$ cat src/rtl/bomb_ctrl_if.sv
// Player-to-bomb handshake and bomb-to-renderer/collision bundle for one player.
// The master side is the player controller plus its consumers; the slave side is bomb_ctrl.
interface bomb_ctrl_if;
    logic       bomb_drop;
    logic [9:0] userX;
    logic [9:0] userY;
    logic [9:0] bombTileX;
    logic [9:0] bombTileY;
    logic       bomb_visible;
    logic       exploding;
    logic [9:0] bombX;
    logic [9:0] bombY;
    logic [9:0] bombXS;
    logic [9:0] bombYS;
    logic [9:0] blastVX;
    logic [9:0] blastVY;
    logic [9:0] blastVXS;
    logic [9:0] blastVYS;
    logic       busy;

    modport master (
        output bomb_drop, userX, userY,
        input  bombTileX, bombTileY, bomb_visible, exploding,
        input  bombX, bombY, bombXS, bombYS,
        input  blastVX, blastVY, blastVXS, blastVYS, busy
    );

    modport slave (
        input  bomb_drop, userX, userY,
        output bombTileX, bombTileY, bomb_visible, exploding,
        output bombX, bombY, bombXS, bombYS,
        output blastVX, blastVY, blastVXS, blastVYS, busy
    );
endinterface

$ cat src/rtl/bomb_ctrl.sv
// Single-player bomb owner: grid-snapped drop, fuse countdown, blast hit rectangles, cooldown.
// Every output is a register updated together with the FSM state so they never disagree.
module bomb_ctrl #(
    parameter int TILE_SHIFT      = 5,
    parameter int FUSE_FRAMES     = 120,
    parameter int BLAST_FRAMES    = 30,
    parameter int COOLDOWN_FRAMES = 30,
    parameter int BLAST_TILES     = 2,
    parameter int X_MIN           = 32,
    parameter int X_MAX           = 575,
    parameter int Y_MIN           = 32,
    parameter int Y_MAX           = 447,
    parameter int HALF_X          = 9,
    parameter int HALF_Y          = 13,
    parameter int CNT_W           = 8
) (
    input  logic        frame_clk,
    input  logic        Reset,
    bomb_ctrl_if.slave  bus
);

    typedef enum logic [1:0] {
        ST_IDLE     = 2'd0,
        ST_ARMED    = 2'd1,
        ST_BLAST    = 2'd2,
        ST_COOLDOWN = 2'd3
    } state_t;

    localparam logic [10:0] TILE_PX   = 11'(1 << TILE_SHIFT);
    localparam logic [10:0] ARM_PX    = 11'(BLAST_TILES << TILE_SHIFT);
    localparam logic [9:0]  TILE_MASK = 10'((1 << TILE_SHIFT) - 1);
    localparam logic [9:0]  TILE_LAST = 10'((1 << TILE_SHIFT) - 1);

    // Centre of the sprite rounded down to the tile grid.
    function automatic logic [9:0] snap_tile(input logic [9:0] pos, input logic [9:0] half);
        logic [9:0] centre;
        centre = pos + half;
        return centre & ~TILE_MASK;
    endfunction

    // Low end of an arm; compared before subtracting so small tiles never wrap.
    function automatic logic [9:0] arm_lo(input logic [9:0] tile, input logic [10:0] lim);
        logic [10:0] t11;
        t11 = {1'b0, tile};
        if (t11 < lim + ARM_PX) begin
            return 10'(lim);
        end else begin
            return 10'(t11 - ARM_PX);
        end
    endfunction

    function automatic logic [9:0] arm_hi(input logic [9:0] tile, input logic [10:0] lim);
        logic [10:0] end11;
        end11 = {1'b0, tile} + ARM_PX + TILE_PX - 11'd1;
        if (end11 > lim) begin
            return 10'(lim);
        end else begin
            return 10'(end11);
        end
    endfunction

    state_t           state_r;
    logic [CNT_W-1:0] count_r;
    logic             drop_q_r;
    logic [9:0]       tile_x_r;
    logic [9:0]       tile_y_r;
    logic             visible_r;
    logic             exploding_r;
    logic             busy_r;
    logic [9:0]       bomb_x_r;
    logic [9:0]       bomb_y_r;
    logic [9:0]       bomb_xs_r;
    logic [9:0]       bomb_ys_r;
    logic [9:0]       blast_vx_r;
    logic [9:0]       blast_vy_r;
    logic [9:0]       blast_vxs_r;
    logic [9:0]       blast_vys_r;

    logic             req_s;
    logic [9:0]       h_lo_s;
    logic [9:0]       h_hi_s;
    logic [9:0]       v_lo_s;
    logic [9:0]       v_hi_s;
    logic [9:0]       snap_x_s;
    logic [9:0]       snap_y_s;

    assign req_s    = bus.bomb_drop & ~drop_q_r;
    assign snap_x_s = snap_tile(bus.userX, 10'(HALF_X));
    assign snap_y_s = snap_tile(bus.userY, 10'(HALF_Y));
    assign h_lo_s   = arm_lo(tile_x_r, 11'(X_MIN));
    assign h_hi_s   = arm_hi(tile_x_r, 11'(X_MAX));
    assign v_lo_s   = arm_lo(tile_y_r, 11'(Y_MIN));
    assign v_hi_s   = arm_hi(tile_y_r, 11'(Y_MAX));

    // Bomb lifecycle FSM with all outputs registered alongside the state.
    always_ff @(posedge frame_clk) begin
        // The edge detector keeps watching during reset so a held button cannot fire on release.
        drop_q_r <= bus.bomb_drop;
        if (Reset) begin
            state_r     <= ST_IDLE;
            count_r     <= CNT_W'(0);
            tile_x_r    <= 10'd0;
            tile_y_r    <= 10'd0;
            visible_r   <= 1'b0;
            exploding_r <= 1'b0;
            busy_r      <= 1'b0;
            bomb_x_r    <= 10'd0;
            bomb_y_r    <= 10'd0;
            bomb_xs_r   <= 10'd0;
            bomb_ys_r   <= 10'd0;
            blast_vx_r  <= 10'd0;
            blast_vy_r  <= 10'd0;
            blast_vxs_r <= 10'd0;
            blast_vys_r <= 10'd0;
        end else begin
            case (state_r)
                ST_IDLE: begin
                    if (req_s) begin
                        state_r   <= ST_ARMED;
                        count_r   <= CNT_W'(FUSE_FRAMES - 1);
                        tile_x_r  <= snap_x_s;
                        tile_y_r  <= snap_y_s;
                        visible_r <= 1'b1;
                        busy_r    <= 1'b1;
                    end else begin
                        busy_r    <= 1'b0;
                    end
                end
                ST_ARMED: begin
                    if (count_r == CNT_W'(0)) begin
                        state_r     <= ST_BLAST;
                        count_r     <= CNT_W'(BLAST_FRAMES - 1);
                        visible_r   <= 1'b0;
                        exploding_r <= 1'b1;
                        bomb_x_r    <= h_lo_s;
                        bomb_xs_r   <= h_hi_s - h_lo_s;
                        bomb_y_r    <= tile_y_r;
                        bomb_ys_r   <= TILE_LAST;
                        blast_vx_r  <= tile_x_r;
                        blast_vxs_r <= TILE_LAST;
                        blast_vy_r  <= v_lo_s;
                        blast_vys_r <= v_hi_s - v_lo_s;
                    end else begin
                        count_r <= count_r - CNT_W'(1);
                    end
                end
                ST_BLAST: begin
                    if (count_r == CNT_W'(0)) begin
                        state_r     <= ST_COOLDOWN;
                        count_r     <= CNT_W'(COOLDOWN_FRAMES - 1);
                        exploding_r <= 1'b0;
                        bomb_x_r    <= 10'd0;
                        bomb_xs_r   <= 10'd0;
                        bomb_y_r    <= 10'd0;
                        bomb_ys_r   <= 10'd0;
                        blast_vx_r  <= 10'd0;
                        blast_vxs_r <= 10'd0;
                        blast_vy_r  <= 10'd0;
                        blast_vys_r <= 10'd0;
                    end else begin
                        count_r <= count_r - CNT_W'(1);
                    end
                end
                ST_COOLDOWN: begin
                    if (count_r == CNT_W'(0)) begin
                        state_r <= ST_IDLE;
                        busy_r  <= 1'b0;
                    end else begin
                        count_r <= count_r - CNT_W'(1);
                    end
                end
                default: begin
                    state_r     <= ST_IDLE;
                    count_r     <= CNT_W'(0);
                    visible_r   <= 1'b0;
                    exploding_r <= 1'b0;
                    busy_r      <= 1'b0;
                    bomb_x_r    <= 10'd0;
                    bomb_xs_r   <= 10'd0;
                    bomb_y_r    <= 10'd0;
                    bomb_ys_r   <= 10'd0;
                    blast_vx_r  <= 10'd0;
                    blast_vxs_r <= 10'd0;
                    blast_vy_r  <= 10'd0;
                    blast_vys_r <= 10'd0;
                end
            endcase
        end
    end

    assign bus.bombTileX    = tile_x_r;
    assign bus.bombTileY    = tile_y_r;
    assign bus.bomb_visible = visible_r;
    assign bus.exploding    = exploding_r;
    assign bus.busy         = busy_r;
    assign bus.bombX        = bomb_x_r;
    assign bus.bombY        = bomb_y_r;
    assign bus.bombXS       = bomb_xs_r;
    assign bus.bombYS       = bomb_ys_r;
    assign bus.blastVX      = blast_vx_r;
    assign bus.blastVY      = blast_vy_r;
    assign bus.blastVXS     = blast_vxs_r;
    assign bus.blastVYS     = blast_vys_r;

endmodule

$ cat src/flat_wrapper.sv
// flat-port wrapper written by rule: the top's interface ports become plain ports
module bomb_ctrl_flat 
#(
    parameter int TILE_SHIFT      = 5,
    parameter int FUSE_FRAMES     = 120,
    parameter int BLAST_FRAMES    = 30,
    parameter int COOLDOWN_FRAMES = 30,
    parameter int BLAST_TILES     = 2,
    parameter int X_MIN           = 32,
    parameter int X_MAX           = 575,
    parameter int Y_MIN           = 32,
    parameter int Y_MAX           = 447,
    parameter int HALF_X          = 9,
    parameter int HALF_Y          = 13,
    parameter int CNT_W           = 8
)
  (frame_clk, Reset, bus_bomb_drop, bus_userX, bus_userY, bus_bombTileX, bus_bombTileY, bus_bomb_visible, bus_exploding, bus_bombX, bus_bombY, bus_bombXS, bus_bombYS, bus_blastVX, bus_blastVY, bus_blastVXS, bus_blastVYS, bus_busy);
  bomb_ctrl_if bus_i ();
  input  logic frame_clk;
  input  logic Reset;
  input wire logic [$bits(bus_i.bomb_drop)-1:0] bus_bomb_drop;
  input wire logic [$bits(bus_i.userX)-1:0] bus_userX;
  input wire logic [$bits(bus_i.userY)-1:0] bus_userY;
  output wire logic [$bits(bus_i.bombTileX)-1:0] bus_bombTileX;
  output wire logic [$bits(bus_i.bombTileY)-1:0] bus_bombTileY;
  output wire logic [$bits(bus_i.bomb_visible)-1:0] bus_bomb_visible;
  output wire logic [$bits(bus_i.exploding)-1:0] bus_exploding;
  output wire logic [$bits(bus_i.bombX)-1:0] bus_bombX;
  output wire logic [$bits(bus_i.bombY)-1:0] bus_bombY;
  output wire logic [$bits(bus_i.bombXS)-1:0] bus_bombXS;
  output wire logic [$bits(bus_i.bombYS)-1:0] bus_bombYS;
  output wire logic [$bits(bus_i.blastVX)-1:0] bus_blastVX;
  output wire logic [$bits(bus_i.blastVY)-1:0] bus_blastVY;
  output wire logic [$bits(bus_i.blastVXS)-1:0] bus_blastVXS;
  output wire logic [$bits(bus_i.blastVYS)-1:0] bus_blastVYS;
  output wire logic [$bits(bus_i.busy)-1:0] bus_busy;
  assign bus_i.bomb_drop = bus_bomb_drop;
  assign bus_i.userX = bus_userX;
  assign bus_i.userY = bus_userY;
  assign bus_bombTileX = bus_i.bombTileX;
  assign bus_bombTileY = bus_i.bombTileY;
  assign bus_bomb_visible = bus_i.bomb_visible;
  assign bus_exploding = bus_i.exploding;
  assign bus_bombX = bus_i.bombX;
  assign bus_bombY = bus_i.bombY;
  assign bus_bombXS = bus_i.bombXS;
  assign bus_bombYS = bus_i.bombYS;
  assign bus_blastVX = bus_i.blastVX;
  assign bus_blastVY = bus_i.blastVY;
  assign bus_blastVXS = bus_i.blastVXS;
  assign bus_blastVYS = bus_i.blastVYS;
  assign bus_busy = bus_i.busy;
  bomb_ctrl #(.TILE_SHIFT(TILE_SHIFT), .FUSE_FRAMES(FUSE_FRAMES), .BLAST_FRAMES(BLAST_FRAMES), .COOLDOWN_FRAMES(COOLDOWN_FRAMES), .BLAST_TILES(BLAST_TILES), .X_MIN(X_MIN), .X_MAX(X_MAX), .Y_MIN(Y_MIN), .Y_MAX(Y_MAX), .HALF_X(HALF_X), .HALF_Y(HALF_Y), .CNT_W(CNT_W)) u_core (.frame_clk(frame_clk), .Reset(Reset), .bus(bus_i));
endmodule
$ cat config.mk
export PLATFORM = sky130hd
export DESIGN_NAME = bomb_ctrl_flat
export DESIGN_NICKNAME = d
export VERILOG_FILES = /design/src/rtl/bomb_ctrl_if.sv /design/src/rtl/bomb_ctrl.sv /design/src/flat_wrapper.sv
export SDC_FILE = /design/constraint.sdc
export NUM_CORES = 1
export LEC_CHECK = 0
export ABC_AREA = 1
export BUFFER_PORTS_ARGS = -buffer_cell sky130_fd_sc_hd__buf_4
export CAP_MARGIN = 20
export CORE_MARGIN = 8
export CORE_UTILIZATION = 51
export CTS_CLUSTER_DIAMETER = 100
export DETAILED_ROUTE_END_ITERATION = 12
export PLACE_DENSITY_LB_ADDON = 0.15
export SYNTH_ARGS = -nofsm -noshare
export SYNTH_HDL_FRONTEND = slang
export SYNTH_SLANG_ARGS = --single-unit
$ cat constraint.sdc
create_clock -name frame_clk -period 3.8 [get_ports frame_clk]
set_clock_uncertainty 0.2 [all_clocks]
set_input_delay 0 -clock frame_clk [delete_from_list [all_inputs] [get_ports frame_clk]]
set_output_delay 0 -clock frame_clk [all_outputs]
set_load 0.005 [all_outputs]
==> out/metrics.cfg, run 1 <==
[run_status]
run_status=finished, final reports clean

[drt]
wl_per_cell_um=12.4
detailedRoute.firstIterationViolations=161
drt-pass1-iter-count=4
ant_nets=0
detail_route.wirelength_um=8530
vias=3250
viasPerCell=4.74
drc=0

[timing]
final_number_of_max_transition_violations=0
min_period_ns=2.92
post-route-period-util_pct=76.9
max_slew_margin_pct=60.1
hold-worst-slack_ns=0.0186
maxClockFrequency_ghz=0.342
rsz0062_at_grt=false
hold_viol_final=0
fin_tns_setup_ns=0
setup_viol_count_final=0
max_slew.worst_pin.slew_ns=0.598

[final_layout]
areaGrowthSynthToFinish_pct=19.1
diode_count=0
layout.area.seq_um2=1080
multi_input_comb_area_um2=1900
final_nets=635
final_util_pct=62.7
leading_cell_type_in_the_layout_fill_and_taps_excluded=nand2_1
post_route_cells_drive_above_1_share_pct=17.7
layout.cells.most_common_list=nand2_1, buf_4, a21oi_1
fillerInstances=640

[min_path]
min-delay-path-class=in2reg

[power]
total_switching_power_mw=1.21
power_density_nw_per_um2=651
combinationalPowerShare_pct=55.7
p_total_mw=2.77
clockPowerShare_pct=14.0
max-vdd-ir-drop_mv=0.438
internal-power_mw=1.56
power.sequential.fraction_pct=30.3
power.leakage_nw=2.12
power.switching_fraction_pct=43.8

[clock_tree]
cts.sinks=54
ctsHtreeMaxLevel=2
cts_max_path_buffers=2
clock-root-buffer=clkbuf_8
cts.repair_timing.setup_buffer_count=0
cts-buffers-inserted=5
clock_latency_ns=0.30
tritoncts_clock_tree=built
path_clk_slew_ns=0.09

[worst_setup_path]
worst_r2r_endpoint=u_core.bus.bombXS[9]
worst-r2r-cell-count=17
cp_slowest_cell=dfxtp_1
arrival_worst_endpoint_ns=2.96
r2r_setup_slack_ns=0.88
critical_path.cell_chain=inv_1 -> ha_1 -> inv_1 -> a21oi_1 -> nor3_1 -> nor2_1 -> nor2_1 -> fa_1 -> nand3_1 -> nand2_1 -> inv_1 -> nand2_1 -> nand2_1 -> nand2_1 -> nand2_1 -> nand2_1 -> a21oi_1
reg2reg_from=u_core.bus.bombTileX[6]
critical-path-max-stage-delay_ns=0.59
endpoint=u_core.bus.bombXS[9]
timing.critical_path.fanout_max=12
cp-start-kind=flip-flop
critical_path.startpoint=u_core.bus.bombTileX[6]
critical_path_class=reg2reg
worstPathRequired_ns=3.84
critical_path.most_common_cell=nand2_1
critical_path.endpoint_type=flip-flop

[place]
dpl.hpwl_um=6510
finalWeightedCongestion=0.863
io_buffers=85

[global_route]
grt_pass1_vias=3111
global_route.usage.total_pct=16.8
grt_start_max_net_pins=45
first_pass_grt_wire_length_um=14200
grt_antenna_before_repair=0
gr-total-overflow=0

[logic_synthesis]
ys_seq_elements=54
post_synth_instance_area_um2=3570
synthesis.instances=511
ys_seq_area_share_pct=30.2
avgSynthCellArea_um2=7.00
synth.yosys.warnings=0
synth.lib_cells_used.distinct=36

[floorplan]
die_width_um=99.7
die_height_um=99.7
core_region_area_um2=6790
dieArea_um2=9940
floorplan.rows=30
boundaryPins=126
start_util_pct=52.6

[flow_run]
drv.max_cap_violation_count=0

-- per-stage QoR --
step | std cells | worst slack (ns) | instance area [um^2]
2_1_floorplan | 550 | 1.10 | 3720
4_1_cts | 685 | 0.897 | 4260
3_5_place_dp | 659 | 0.929 | 3970
6_report | 685 | 0.877 | 4260
5_1_grt | 685 | 0.599 | 4260
3_3_place_gp | 659 | 1.02 | 3970
-- cells in the mapped netlist (all sizes together) --
master  count  area share (%)
a31oi       1            0.18
and2        2            0.35
clkbuf      8            0.84
nand2     126              14
o211ai      3            0.63
xor2       11             2.7
nor3        3            0.42
nand3b      1            0.21
a21oi      61             8.5
clkinv      1            0.10
nand3      30             4.3
a211oi      1            0.21
nor2       27             3.6
inv        59             6.2
a311oi      1            0.25
nor4        1            0.18
ha         22             7.7
conb        1            0.10
o21ai      19             2.7
xnor2       2            0.49
o22ai       1            0.18
dfxtp      54              30
and3        1            0.18
fa          2             1.1
buf        65              14
nand4       5            0.88
or2         3            0.53
-- layer usage --
metal,vias up,track usage (%),share of wire (%)
met2,97,28.9,46
li1,1684,-,-
met3,8,6.08,8.9
met4,0,3.96,0.95
met5,-,0,0
met1,1461,19.3,44
-- sequential cells by signal, indices dropped and copies added, names as in the netlist --
register and flops:
u_core.bus.bombXS 5, u_core.bus.blastVX 5, u_core.bus.bombTileX 5, u_core.bus.bombX 5, u_core.state_r 2, u_core.bus.bombY 5, u_core.bus.bomb_visible 1, u_core.bus.blastVYS 6
u_core.bus.busy 1, u_core.bus.bombTileY 5, u_core.drop_q_r 1, u_core.count_r 8, u_core.bus.blastVY 5
-- timing repair --
item | CTS | global route
hold buffers | 18 | 0
endpoints found under the hold margin | 48 | 0
resized for setup | 0 | 0
-- cells by family after synthesis --
kind of cell | count (synthesis) | share of synthesized area (%)
and+or+nand+nor | 199 | 24.2
buffers and inverters | 133 | 20.8
AOI/OAI and AO/OA | 87 | 12.6
DFF | 54 | 30.2
adders and majority gates | 24 | 8.82
xor gates and xnor gates | 13 | 3.19
other | 1 | 0.105
-- worst min-delay path by stage --
stage                        startpoint                 endpoint  cells after the start
after global placement    bus_bomb_drop          u_core.drop_q_r                      1
after floorplan           bus_bomb_drop          u_core.drop_q_r                      0
after CTS                  bus_userX[4]  u_core.bus.bombTileX[5]                      6
final                      bus_userX[4]  u_core.bus.bombTileX[5]                      6
after global routing       bus_userX[4]  u_core.bus.bombTileX[7]                      7
after detailed placement  bus_bomb_drop          u_core.drop_q_r                      1
-- critical path: cells and delay by family (launching register included) --
family | cells | cell delay, ns
buffers and inverters | 3 | 0.26
and+or+nand+nor | 10 | 0.77
AOI/OAI and AO/OA | 2 | 0.24
adders and majority gates | 2 | 0.80
DFF | 1 | 0.59
-- power by group through the flow --
stage	Combinational (mW)	Sequential [mW]	Clock [mW]
final	1.54	0.841	0.388
after CTS	1.56	0.842	0.399
after global routing	1.76	0.865	0.420
after floorplan	1.17	0.836	0
after detailed placement	1.54	0.854	0
after global placement	1.50	0.849	0
-- cell type report --
type                            count  area share, %
Multi-Input combinational cell    363           44.5
Clock buffer                        6           1.70
Inverter                           60           5.29
Clock inverter                      2          0.881
Sequential cell                    54           25.4
Timing Repair Buffer              104           19.4
Tap cell                           96           2.82
(Power assumes the default switching activity.)
==> run 2: changes to the inputs <==
Settings changed: ABC_AREA 1 to 0, CORE_UTILIZATION 51 to 46.
Clock period 3.8 ns to 2.5 ns, I/O delays scaled along.
==> out/metrics.cfg, run 2 <==
[run_status]
run_status=finished with violations
violated_checks=setup timing

[timing]
max_slew_margin_pct=58.6  ; -1.4 points
timing.final.ws_setup_ns=-0.287  ; -1.16 ns
setup_viol_count_final=6  ; +6
rsz0062_at_grt=true
min_period_ns=2.79  ; -0.136 ns
post-route-period-util_pct=111  ; +35 points
maxClockFrequency_ghz=0.359  ; +4.9%
final_number_of_max_transition_violations=0  ; unchanged
hold_viol_final=0  ; unchanged
max_slew.worst_pin.slew_ns=0.620  ; +0.0215 ns

[clock_tree]
clock_latency_ns=0.29  ; about the same
clock-root-buffer=clkbuf_8
cts_max_path_buffers=2  ; unchanged
path_clk_slew_ns=0.10  ; about the same
tritoncts_clock_tree=built
cts.sinks=54  ; unchanged
ctsHtreeMaxLevel=2  ; unchanged
cts-buffers-inserted=5  ; unchanged

[global_route]
grt_pass1_vias=3324  ; +6.8%
grt_antenna_before_repair=0  ; unchanged
global_route.usage.total_pct=16.5  ; -0.33 points
gr-total-overflow=0  ; unchanged
first_pass_grt_wire_length_um=15500  ; +9.5%
grt_start_max_net_pins=54  ; +20%

[floorplan]
dieArea_um2=10900  ; +9.2%
die_height_um=104  ; +4.5%
start_util_pct=46.8  ; -5.8 points
floorplan.rows=32  ; +6.7%
core_region_area_um2=7650  ; +13%
die_width_um=104  ; +4.5%
boundaryPins=126  ; unchanged

[final_layout]
largest_reg_flops=8  ; unchanged
areaGrowthSynthToFinish_pct=39.5
diode_count=0  ; unchanged
registers.top_by_ff_count=u_core.count_r
layout.cells.most_common_list=buf_4, dfxtp_1, nor2_1
leading_cell_type_in_the_layout_fill_and_taps_excluded=buf_4
final_nets=610  ; -3.9%
filler_free_cell_count_of_the_finished_design=666  ; -2.8%
post_route_cells_drive_above_1_share_pct=36.2  ; +19 points

[power]
total_switching_power_mw=2.08  ; +71%
max-vdd-ir-drop_mv=0.845  ; +93%
internal-power_mw=2.91  ; +87%
power_density_nw_per_um2=999  ; +54%
power.sequential.fraction_pct=25.3  ; -5.0 points
power.leakage_nw=2.18  ; +2.9%
combinationalPowerShare_pct=65.3  ; +9.6 points
clockPowerShare_pct=9.4  ; -4.6 points
power.switching_fraction_pct=41.6  ; -2.2 points

[worst_setup_path]
timing.critical_path.fanout_max=5  ; -7
critical_path_class=reg2reg
arrival_worst_endpoint_ns=2.82  ; -0.14 ns
worst-r2r-cell-count=13  ; -4
cp-start-kind=flip-flop
critical_path.endpoint_type=flip-flop
worstPathRequired_ns=2.54  ; -1.30 ns

[min_path]
timing.hold.worst_path_depth=4  ; -2
min-delay-path-class=in2reg

[drt]
vias=3286  ; +1.1%
detailedRoute.firstIterationViolations=100  ; -38%
viasPerCell=4.93  ; +4.0%
detail_route.wirelength_um=9380  ; +10%
wl_per_cell_um=14.1  ; +13%
drt-pass1-iter-count=4  ; unchanged
drc=0  ; unchanged
ant_nets=0  ; unchanged

[place]
finalWeightedCongestion=0.810  ; -6.2%
dpl.hpwl_um=6820  ; +4.8%
dp_cells=631  ; -4.2%
io_buffers=85  ; unchanged
place_worst_setup_slack_ns=-0.317  ; -1.25 ns

[logic_synthesis]
number_of_enable_flip_flop_cells_after_synthesis=0  ; unchanged
ys.flop_type=dfxtp_1
ys_seq_area_share_pct=30.2  ; about the same
synth.lib_cells_used.distinct=53  ; +47%
netlist.top_cell.by_area=dfxtp_1
avgSynthCellArea_um2=8.13  ; +16%
synthDominantCellAreaShare_pct=30.2  ; about the same
ys_seq_elements=54  ; unchanged
synth.yosys.warnings=0  ; unchanged
synthesis.instances=440  ; -14%
synth_top_cells_by_count=buf_4, dfxtp_1, nor2_1
postSynth.asyncResetShare_pct=0  ; unchanged
post_synth_instance_area_um2=3580  ; about the same
synth_top_cells_by_area=dfxtp_1, buf_4, ha_1
yosys.cell_count.top_type=buf_4

[flow_run]
drv.max_cap_violation_count=0  ; unchanged

run 2: metal layers:
metal | GRT usage (%) | wire length [um]
met2 | 30.6 | 4880
met3 | 4.52 | 578
met5 | 0 | 0
met1 | 18.3 | 3810
met4 | 3.21 | 115
run 2: cell type report:
| class | instances | area, um^2 |
|---|---|---|
| sequential | 54 | 1100 |
| timing repair buffer | 157 | 1260 |
| multi-input combinational | 328 | 2360 |
| tap | 102 | 128 |
| clock inverter | 2 | 8.76 |
| inverter | 17 | 68.8 |
| fill | 649 | 2660 |
| clock buffer | 6 | 72.6 |
run 2: worst max-delay path, cell delays in order (launching register included):
cell and delay (ns):
dfxtp_4 0.41, inv_2 0.07, ha_4 0.25, a31oi_4 0.19, nand2_2 0.09, nor2_4 0.13
ha_4 0.15, inv_2 0.04, fa_2 0.35, a21o_2 0.20, a21oi_2 0.15, xnor2_1 0.07
or3_1 0.32, a21oi_2 0.11
run 2: path summary, 6_finish.rpt:
path	start	end	slack [ns]
worst max-delay path	u_core.bus.bombTileY[6]	u_core.bus.blastVYS[9]	-0.29
worst min-delay path	bus_userY[4]	u_core.bus.bombTileY[7]	0.006
worst max register to register	u_core.bus.bombTileY[6]	u_core.bus.blastVYS[9]	-0.29
worst min register to register	u_core.bus.bombXS[6]	u_core.bus.bombXS[6]	0.26
run 2: timing repair:
action                     4_1_cts  5_1_grt
setup endpoints to repair        6        6
pin swaps                       19       19
hold buffers                    18        0
cloned                           0        0
gates resized for setup         31       20
buffers inserted                 6        3
hold endpoints to repair        36        0
run 2: cells by family after synthesis:
family	after synthesis	synth area share [%]
mux	2	0.560
other cells	1	0.105
fa+ha+maj	24	8.81
simple gates	149	21.3
xor+xnor	18	4.79
buf+inv	97	16.9
compound gates	95	17.3
flops	54	30.2
run 2: power groups by stage:
| stage | sequential (mW) | clock, mW | combinational [mW] |
|---|---|---|---|
| floorplan | 1.27 | 0 | 1.97 |
| global placement | 1.26 | 0 | 2.90 |
| detailed placement | 1.27 | 0 | 2.97 |
| CTS | 1.25 | 0.487 | 3.17 |
| global route | 1.29 | 0.518 | 3.63 |
| finish | 1.26 | 0.469 | 3.26 |
run 2: per-stage QoR:
stage	util, %	instance area (um^2)	power, mW	hold WS (ns)	setup TNS, ns
floorplan	-	3830	3.24	-0.172	-0.810
global placement	57.5	4400	4.16	-0.0844	-1.04
detailed placement	57.5	4400	4.24	-0.0808	-1.38
CTS	63.5	4860	4.91	0.00549	-1.01
global route	65.2	4990	5.44	0.0288	-1.63
finish	65.2	4990	4.99	0.00557	-0.937
